### src/rtl/axi_read_burst_streamer.sv
// axi_read_burst_streamer
//   Consumes the AXI4 read-data channel for the full-length INCR bursts issued by the
//   linear read-address generator and re-emits the payload as an AXI-Stream. Surplus
//   beats of the final burst are consumed but not forwarded. The last forwarded beat
//   carries tlast and a trimmed tkeep. Completion and sticky error status are reported
//   for one transfer per start.
//
// Ports
//   aclk, resetn      clock, synchronous active-low reset
//   start, done       start a transfer (accepted while done=1); done=1 means idle
//   dataSizeInBytes   transfer byte count, sampled on an accepted start
//   respError         sticky: some beat had rresp != OKAY
//   lastError         sticky: rlast disagreed with the expected burst boundary
//   rid/rdata/rresp/rlast/rvalid/rready   AXI4 R channel (rid ignored)
//   m_axis_*          AXI-Stream output
module axi_read_burst_streamer #(
    parameter int unsigned DATA_WIDTH               = 64,
    parameter int unsigned ADDR_WIDTH               = 32,
    parameter int unsigned ID_WIDTH                 = 8,
    parameter int unsigned AxLEN_BEATS_PER_TRANSFER = 15
) (
    input  logic                    aclk,
    input  logic                    resetn,
    input  logic                    start,
    output logic                    done,
    input  logic [ADDR_WIDTH-1:0]   dataSizeInBytes,
    output logic                    respError,
    output logic                    lastError,
    input  logic [ID_WIDTH-1:0]     rid,
    input  logic [DATA_WIDTH-1:0]   rdata,
    input  logic [1:0]              rresp,
    input  logic                    rlast,
    input  logic                    rvalid,
    output logic                    rready,
    output logic [DATA_WIDTH-1:0]   m_axis_tdata,
    output logic [DATA_WIDTH/8-1:0] m_axis_tkeep,
    output logic                    m_axis_tlast,
    output logic                    m_axis_tvalid,
    input  logic                    m_axis_tready
);

    localparam int unsigned KEEP_W      = DATA_WIDTH / 8;
    localparam int unsigned LOG_BPB     = $clog2(KEEP_W);
    localparam int unsigned BURST_BEATS = AxLEN_BEATS_PER_TRANSFER + 1;
    localparam int unsigned LOG_BEATS   = $clog2(BURST_BEATS);
    localparam int unsigned LOG_BURST   = LOG_BPB + LOG_BEATS;

    localparam logic [ADDR_WIDTH-1:0] ONE      = ADDR_WIDTH'(1);
    localparam logic [ADDR_WIDTH-1:0] BPB_M1   = ADDR_WIDTH'(KEEP_W - 1);
    localparam logic [ADDR_WIDTH-1:0] BURST_M1 = ADDR_WIDTH'(KEEP_W * BURST_BEATS - 1);
    localparam logic [ADDR_WIDTH-1:0] AXLEN_A  = ADDR_WIDTH'(AxLEN_BEATS_PER_TRANSFER);

    typedef enum logic [1:0] {
        IDLE,
        STREAM,
        DRAIN
    } state_t;

    state_t state, state_next;

    // Transfer bookkeeping
    logic [ADDR_WIDTH-1:0] fwd_beats;
    logic [ADDR_WIDTH-1:0] rx_beats;
    logic [ADDR_WIDTH-1:0] beat_idx;
    logic [KEEP_W-1:0]     last_keep;
    logic                  tlast_gone;

    // Output register and skid register
    logic                  out_valid;
    logic [DATA_WIDTH-1:0] out_data;
    logic [KEEP_W-1:0]     out_keep;
    logic                  out_last;
    logic                  skid_valid;
    logic [DATA_WIDTH-1:0] skid_data;
    logic [KEEP_W-1:0]     skid_keep;
    logic                  skid_last;

    // Values loaded on an accepted start
    logic [ADDR_WIDTH-1:0] fwd_load;
    logic [ADDR_WIDTH-1:0] rx_load;
    logic [ADDR_WIDTH-1:0] size_rem;
    logic [KEEP_W-1:0]     keep_load;

    logic                  accept_start;
    logic                  r_hs;
    logic                  fwd_beat;
    logic                  is_last_fwd;
    logic                  out_free;
    logic                  tlast_fire;
    logic                  tlast_gone_next;
    logic [ADDR_WIDTH-1:0] rx_next;
    logic                  skid_valid_next;
    logic                  rready_next;
    logic [KEEP_W-1:0]     new_keep;

    logic unused;
    assign unused = ^rid;

    assign m_axis_tdata  = out_data;
    assign m_axis_tkeep  = out_keep;
    assign m_axis_tlast  = out_last;
    assign m_axis_tvalid = out_valid;

    // Divisions are by powers of two, so ceil() is an add followed by a shift.
    always_comb begin
        fwd_load  = (dataSizeInBytes + BPB_M1) >> LOG_BPB;
        rx_load   = ((dataSizeInBytes + BURST_M1) >> LOG_BURST) << LOG_BEATS;
        size_rem  = dataSizeInBytes & BPB_M1;
        keep_load = (size_rem == '0) ? '1 : ~({KEEP_W{1'b1}} << size_rem);
    end

    always_comb begin
        accept_start    = done && start;
        r_hs            = rvalid && rready;
        fwd_beat        = r_hs && (state == STREAM);
        is_last_fwd     = fwd_beat && (fwd_beats == ONE);
        new_keep        = is_last_fwd ? last_keep : '1;
        out_free        = !out_valid || m_axis_tready;
        tlast_fire      = out_valid && out_last && m_axis_tready;
        tlast_gone_next = tlast_gone || tlast_fire;
        rx_next         = rx_beats - ADDR_WIDTH'(r_hs);
        // rready is issued only when the skid is empty, so a forwarded beat never
        // meets a full skid register.
        skid_valid_next = skid_valid ? !out_free : (fwd_beat && !out_free);

        state_next = state;
        unique case (state)
            IDLE: begin
                if (accept_start && (dataSizeInBytes != '0)) state_next = STREAM;
            end
            STREAM: begin
                // The tlast beat is only just entering the buffer, so completion
                // can never coincide with this transition.
                if (is_last_fwd) state_next = DRAIN;
            end
            DRAIN: begin
                if ((rx_next == '0) && tlast_gone_next) state_next = IDLE;
            end
            default: state_next = IDLE;
        endcase

        // Registered rready; in DRAIN it also drops once every burst beat has
        // arrived so no beat beyond the transfer is ever taken.
        unique case (state_next)
            STREAM:  rready_next = !skid_valid_next;
            DRAIN:   rready_next = (rx_next != '0);
            default: rready_next = 1'b0;
        endcase
    end

    always_ff @(posedge aclk) begin
        if (!resetn) begin
            state <= IDLE;
        end else begin
            state <= state_next;
        end
    end

    always_ff @(posedge aclk) begin
        if (!resetn) begin
            done       <= 1'b1;
            rready     <= 1'b0;
            respError  <= 1'b0;
            lastError  <= 1'b0;
            fwd_beats  <= '0;
            rx_beats   <= '0;
            beat_idx   <= '0;
            last_keep  <= '0;
            tlast_gone <= 1'b0;
            out_valid  <= 1'b0;
            out_data   <= '0;
            out_keep   <= '0;
            out_last   <= 1'b0;
            skid_valid <= 1'b0;
            skid_data  <= '0;
            skid_keep  <= '0;
            skid_last  <= 1'b0;
        end else begin
            done   <= (state_next == IDLE);
            rready <= rready_next;

            if (accept_start) begin
                fwd_beats  <= fwd_load;
                rx_beats   <= rx_load;
                last_keep  <= keep_load;
                beat_idx   <= '0;
                respError  <= 1'b0;
                lastError  <= 1'b0;
                tlast_gone <= 1'b0;
            end else begin
                tlast_gone <= tlast_gone_next;
                if (r_hs) begin
                    rx_beats <= rx_next;
                    // Burst position follows the beat count; rlast is only checked.
                    beat_idx <= (beat_idx == AXLEN_A) ? '0 : beat_idx + ONE;
                    if (rresp != 2'b00) respError <= 1'b1;
                    if (rlast != (beat_idx == AXLEN_A)) lastError <= 1'b1;
                end
                if (fwd_beat) fwd_beats <= fwd_beats - ONE;
            end

            // Two-entry buffer: the skid entry always drains ahead of new beats.
            if (skid_valid) begin
                if (out_free) begin
                    out_data   <= skid_data;
                    out_keep   <= skid_keep;
                    out_last   <= skid_last;
                    skid_valid <= 1'b0;
                end
            end else if (fwd_beat) begin
                if (out_free) begin
                    out_valid <= 1'b1;
                    out_data  <= rdata;
                    out_keep  <= new_keep;
                    out_last  <= is_last_fwd;
                end else begin
                    skid_valid <= 1'b1;
                    skid_data  <= rdata;
                    skid_keep  <= new_keep;
                    skid_last  <= is_last_fwd;
                end
            end else if (out_free) begin
                out_valid <= 1'b0;
            end
        end
    end

endmodule

### config.mk
export PLATFORM = sky130hd
export DESIGN_NAME = axi_read_burst_streamer
export DESIGN_NICKNAME = d
export VERILOG_FILES = /design/src/rtl/axi_read_burst_streamer.sv
export SDC_FILE = /design/constraint.sdc
export NUM_CORES = 1
export LEC_CHECK = 0
export BUFFER_PORTS_ARGS = -buffer_cell sky130_fd_sc_hd__buf_2
export CORE_MARGIN = 1
export CORE_UTILIZATION = 50
export CTS_CLUSTER_SIZE = 25
export DETAILED_ROUTE_END_ITERATION = 10
export MAX_ROUTING_LAYER = met4
export PLACE_DENSITY = 0.71
export SYNTH_ARGS = -nofsm -noshare
export SYNTH_HDL_FRONTEND = slang
export SYNTH_SLANG_ARGS = --single-unit
export TNS_END_PERCENT = 5
### constraint.sdc
create_clock -name aclk -period 7.8 [get_ports aclk]
set_input_delay 2.34 -clock aclk [delete_from_list [all_inputs] [get_ports aclk]]
set_output_delay 2.34 -clock aclk [all_outputs]
set_load 0.02 [all_outputs]
# Word level (Yosys, flattened, before mapping)
# Index checks and enable logic that the tools add are counted.
# W data, S select, Z words.
[op_classes]
n_mux = 31
n_reduce_logical = 30
n_eq_ne = 7
shift = 1
bitwise = 4
n_addsub = 5
[ops]
columns = ["cell", "count"]
rows = [
  ["$mux W64", 4],
  ["$mux W29", 4],
  ["$logic_not A32 Y1", 2],
  ["$reduce_bool A32 Y1", 2],
  ["$mux W8", 6],
  ["$add A32 B1 Y32 const B", 1],
  ["$add A32 B3 Y32 const B", 1],
  ["$add A32 B7 Y32 const B", 1],
  ["$eq A32 B1 Y1 const B", 1],
  ["$eq A32 B4 Y1 const B", 1],
  ["$mux W32", 1],
  ["$sub A32 B1 Y32", 1],
  ["$sub A32 B1 Y32 const B", 1],
  ["$mux W1", 11],
  ["$logic_and A1 B1 Y1", 9],
  ["$not A8 Y8", 1],
  ["$reduce_and A2 Y1", 4],
  ["$reduce_bool A2 Y1", 4],
  ["$shl A8 B3 Y8 const A", 1],
  ["$mux W2", 3],
  ["$pmux W2 S3", 1],
  ["$eq A2 B1 Y1 const B", 2],
  ["$eq A2 B2 Y1 const B", 2],
  ["$logic_not A2 Y1", 2],
  ["7 further kinds", 12],
]
[totals]
regBits = 259
word_cells = 98
input_bits = 112
output_inout_bits = 78

# Logic depth before layout (Yosys ltp)
[logic_depth]
depth_word = 8
ltp_mapped = 15
ltp_nobuf = 14

# Least setup slack after synthesis
# OpenSTA, ideal clock, no wires.
[synth_path]
kind = "input port to flip-flop"
start = "input port rvalid"
end = "register rready"
arrival_time_ns = 5.537
required_time_ns = 7.714
path_buffers = 1
setup_time_ns = 0.086
stages = 14
setup_slack_ns = 2.178
path_cell_list = "nand2_1 > clkinv_1 > buf_1 > ha_1 > nor4b_2 > nand2_2 > nor4_1 > xor2_1 > or4_4 > o41ai_4 > and2_1 > ha_1 > nand2_1 > a211oi_1"
[synth_via]
elab_chain_len = 8
word_cells_on_any_way = 16
cone_classes = "1 x add/sub; 2 x eq/ne; 5 x mux; 8 x reduce/logical"
[synth_lines]
columns = ["element", "line_no", "source"]
rows = [
  ["start: declaration", "33", "input logic rvalid,"],
  ["$logic_and A1 B1 Y1 *", "114", "r_hs = rvalid && rready;"],
  ["via r_hs", "85", "logic r_hs;"],
  ["$sub A32 B1 Y32", "121", "rx_next = rx_beats - ADDR_WIDTH'(r_hs);"],
  ["$logic_not A32 Y1", "137", "if ((rx_next == '0) && tlast_gone_next) state_next = IDLE;"],
  ["$logic_and A1 B1 Y1", "137", ""],
  ["$mux W2", "137", ""],
  ["$pmux W2 S3", "127", "unique case (state)"],
  ["$eq A2 B2 Y1 / $eq A2 B1 Y1 (equally long branches)", "144", "unique case (state_next)"],
  ["$pmux W1 S2 *", "144", ""],
  ["end signal: assignment", "180", "rready <= rready_next;"],
  ["end: declaration", "34", "output logic rready,"],
]
# The timed path passes the listed nets; every way through them passes the cells marked *.
# A chain may end at the register's enable or synchronous reset.

# Worst setup path after layout
[layout_path]
start = "input port rvalid"
end = "register rready"
[layout_via]
elab_chain_len = 8
word_cells_on_any_way = 16
cone_classes = "1 x add/sub; 2 x eq/ne; 5 x mux; 8 x reduce/logical"
[layout_lines]
columns = ["element", "line_no"]
rows = [
  ["$logic_and A1 B1 Y1 *", "114"],
  ["$sub A32 B1 Y32", "121"],
  ["$logic_not A32 Y1", "137"],
  ["$logic_and A1 B1 Y1", "137"],
  ["$mux W2", "137"],
  ["$pmux W2 S3", "127"],
  ["$eq A2 B2 Y1 / $eq A2 B1 Y1 (equally long branches)", "144"],
  ["$pmux W1 S2 *", "144"],
]
# Every way passes the cells marked *; elsewhere a longest branch is shown, timed or not.

==> metrics.txt <==
Syn Std Cell Area=0.01255 mm²; Tcrit/Tclk final=0.6818; DRC=0; TritonCTS clock tree=built; Yosys warning count=0; Syn Area/Cell=8.238 µm²; RSZ-0062 raised after global routing=false; area leader, netlist=dfxtp_1; r2r startpoint=rready$_SDFF_PN0_; max_cap viols=0; Hold WC Path Type=flip-flop to flip-flop; setup repair bufs after CTS=0; post_cts resized=0; HPWL after detailed placement=roughly 20000 µm; Final Hold Fails=0; CTS Root Cell=clkbuf_16; Core Area=0.02446 mm²; vias in the first global route=10340; Worst VDD drop=0.2258 mV; relative max-transition margin=0.2322; Most used DFF post-synth=dfxtp_1; post-synth top area share=0.4133; die area=0.02573 mm²; overall power=between 3000 and 4000 µW; Worst Setup Start Kind=primary input; clock tree buffer depth=3; Post-synth EDFFs=0; initial DRC count=668; hold depth=2; Global Route Usage Sum=0.2444; Final min period=around 5300 ps; Starting Density=0.5129; Syn Inst Count=1523; Worst-Skew Late Latency=540 ps; global-route wire length before repair=50990 µm; P_sw=around 750 µW; number of fillers in the final layout=approximately 2200; GP Congestion=0.8984; register area share after synthesis=0.4133; top cells by count, synth=dfxtp_1 (259), nor2_1 (207), nand2_1 (202); Sw Ratio=0.2507; Max Fclk=0.1881 GHz; Synth async-reset ratio=0; top post-synthesis cells by area=dfxtp_1 (41%), a211oi_1 (6.4%), nor2_1 (6.2%), nand2_1 (6.0%), xor2_1 (5.2%); num ports=190; Comb pwr share=0.096; sequential power share=0.466; largest net degree at the start of global routing=113; Reg clk slew, reported paths=60 ps; layout cells sized above 1=0.1613; via-per-instance ratio=5.494; PortBufs=181; FF-to-FF path depth=13; setup TNS=0 ps; final net count=1771; Pint=2256 µW; clk sinks=259; most frequent cell after synthesis=dfxtp_1; number of routed nets with antenna violations=0; Die X=160.4 µm; kind of critical path=primary input to flip-flop; critical path required time=8250 ps; maximum level of the CTS H-tree=1; grt total ovfl=0; syn_nets=between 1500 and 2000; Crit. End Element=flip-flop; Netlist cell types=66; CP Data Arrival Time=about 5800 ps; Hold Path End=respError$_SDFFE_PP0P_; outcome=complete, no violations; final setup fails=0; DR WL/cell=15.46 µm; vias=10980; Routed WL=30880 µm; reg2reg end=rready$_SDFF_PN0_; Vert. Die Dim=about 160 µm; cts bufs inserted=28; Slew Viols, Final=0; worst slew pin tran=1141 ps; clock power share=0.438; # rows=57; Hold Crit Start=respError$_SDFFE_PP0P_; hold_ws=between 400 and 500 ps; Static Leak=0.005189 µW; Final Skew=13.03 ps; worst-path fanout max=9; Pwr Density=207.2 mW/mm²; DR pass1 iterations=7; register bit count reported by yosys=259; Layout area overhead=15.80%; FF-to-FF setup slack=3920 ps; initial antenna violation count=6; # hold bufs at CTS=0
worst max-delay path by stage:
| stage | from | to | slack [ps] | cells past startpoint |
|---|---|---|---|---|
| 3_3_place_gp | rvalid | rready$_SDFF_PN0_ | 2100 | 15 |
| 4_1_cts | rvalid | rready$_SDFF_PN0_ | 2550 | 14 |
| 2_1_floorplan | rvalid | rready$_SDFF_PN0_ | 2180 | 14 |
| 3_5_place_dp | rvalid | rready$_SDFF_PN0_ | 1970 | 14 |
| 6_report | rvalid | rready$_SDFF_PN0_ | 2480 | 14 |
| 5_1_grt | rvalid | rready$_SDFF_PN0_ | 2250 | 14 |
cells in the final DEF, fill, tap and decap left out, types with 13 or more instances in the layout:
cell	netlist	routed
buf_4	1	13
nand4_1	32	32
nand3_1	37	37
nor4_1	26	26
clkbuf_16	0	28
a211oi_1	107	107
a21oi_1	105	105
xnor2_1	72	72
nand2_1	202	201
o21ai_0	23	23
nor2_1	207	206
nor3_1	57	56
xor2_1	74	74
buf_2	3	181
inv_1	26	26
dfxtp_1	259	258
mux2i_1	64	64
final cells by class:
type | instances | area, µm² | share of cell area
Antenna cell | 6 | 15.01 | 0.001034
Tap cell | 324 | 405.4 | 0.02790
Multi-Input combinational cell | 1138 | 6874 | 0.4732
Timing Repair Buffer | 194 | 1003 | 0.06907
Clock buffer | 40 | 845.8 | 0.05822
Inverter | 28 | 110.1 | 0.007579
Clock inverter | 9 | 85.08 | 0.005857
Sequential cell | 259 | 5189 | 0.3572
cells by family after synthesis:
group	after synthesis	share of synthesized area
xor gates and xnor gates	146	0.1019
adders and majority gates	10	0.009973
AOI/OAI and AO/OA	272	0.1396
DFF	259	0.4133
muxes	64	0.05106
buffers and inverters	126	0.04009
and+or+nand+nor	646	0.2440
critical path, cell delays in order:
cell and delay [ps]:
buf_2 130, nand2_1 130, clkinv_1 90, ha_1 200
nor4b_2 520, nand2_2 240, nor4_1 400, xor2_1 120
or4_4 560, o41ai_4 410, and2_1 200, ha_1 160
nand2_1 50, a211oi_1 200
state kept, by name, indices dropped and copies added (netlist names), 2 cells and up:
register / cells
m_axis_tdata: 64
skid_data: 64
beat_idx: 32
fwd_beats: 32
rx_beats: 32
last_keep: 8
m_axis_tkeep: 8
skid_keep: 8
state: 2
per-stage QoR:
stage / cell area (µm²) / setup WS [ps] / std cells / utilization
finish: 14530 / 2482 / 1998 / 0.5939
global route: 14530 / 2248 / 1998 / 0.5939
CTS: 14510 / 2545 / 1992 / 0.5933
detailed placement: 13580 / 1967 / 1943 / 0.5552
global placement: 13580 / 2097 / 1943 / 0.5552
floorplan: 12550 / 2178 / 1523 / -
power groups by stage:
| stage | combinational (µW) | clock (µW) | sequential (µW) |
|---|---|---|---|
| floorplan | 196 | 0 | 1430 |
| global placement | 283 | 0 | 1430 |
| detailed placement | 287 | 0 | 1430 |
| CTS | 289 | 1340 | 1400 |
| global route | 322 | 1390 | 1410 |
| finish | 289 | 1320 | 1400 |
metal layers:
| metal | share of wire | vias to the layer above | GRT usage |
|---|---|---|---|
| met5 | 0 | - | - |
| met4 | 0.015 | 0 | 0.05065 |
| met3 | 0.070 | 32 | 0.06353 |
| met2 | 0.46 | 261 | 0.3981 |
| met1 | 0.45 | 5105 | 0.3042 |
| li1 | - | 5580 | - |
Power figures use the tool's default switching activity.
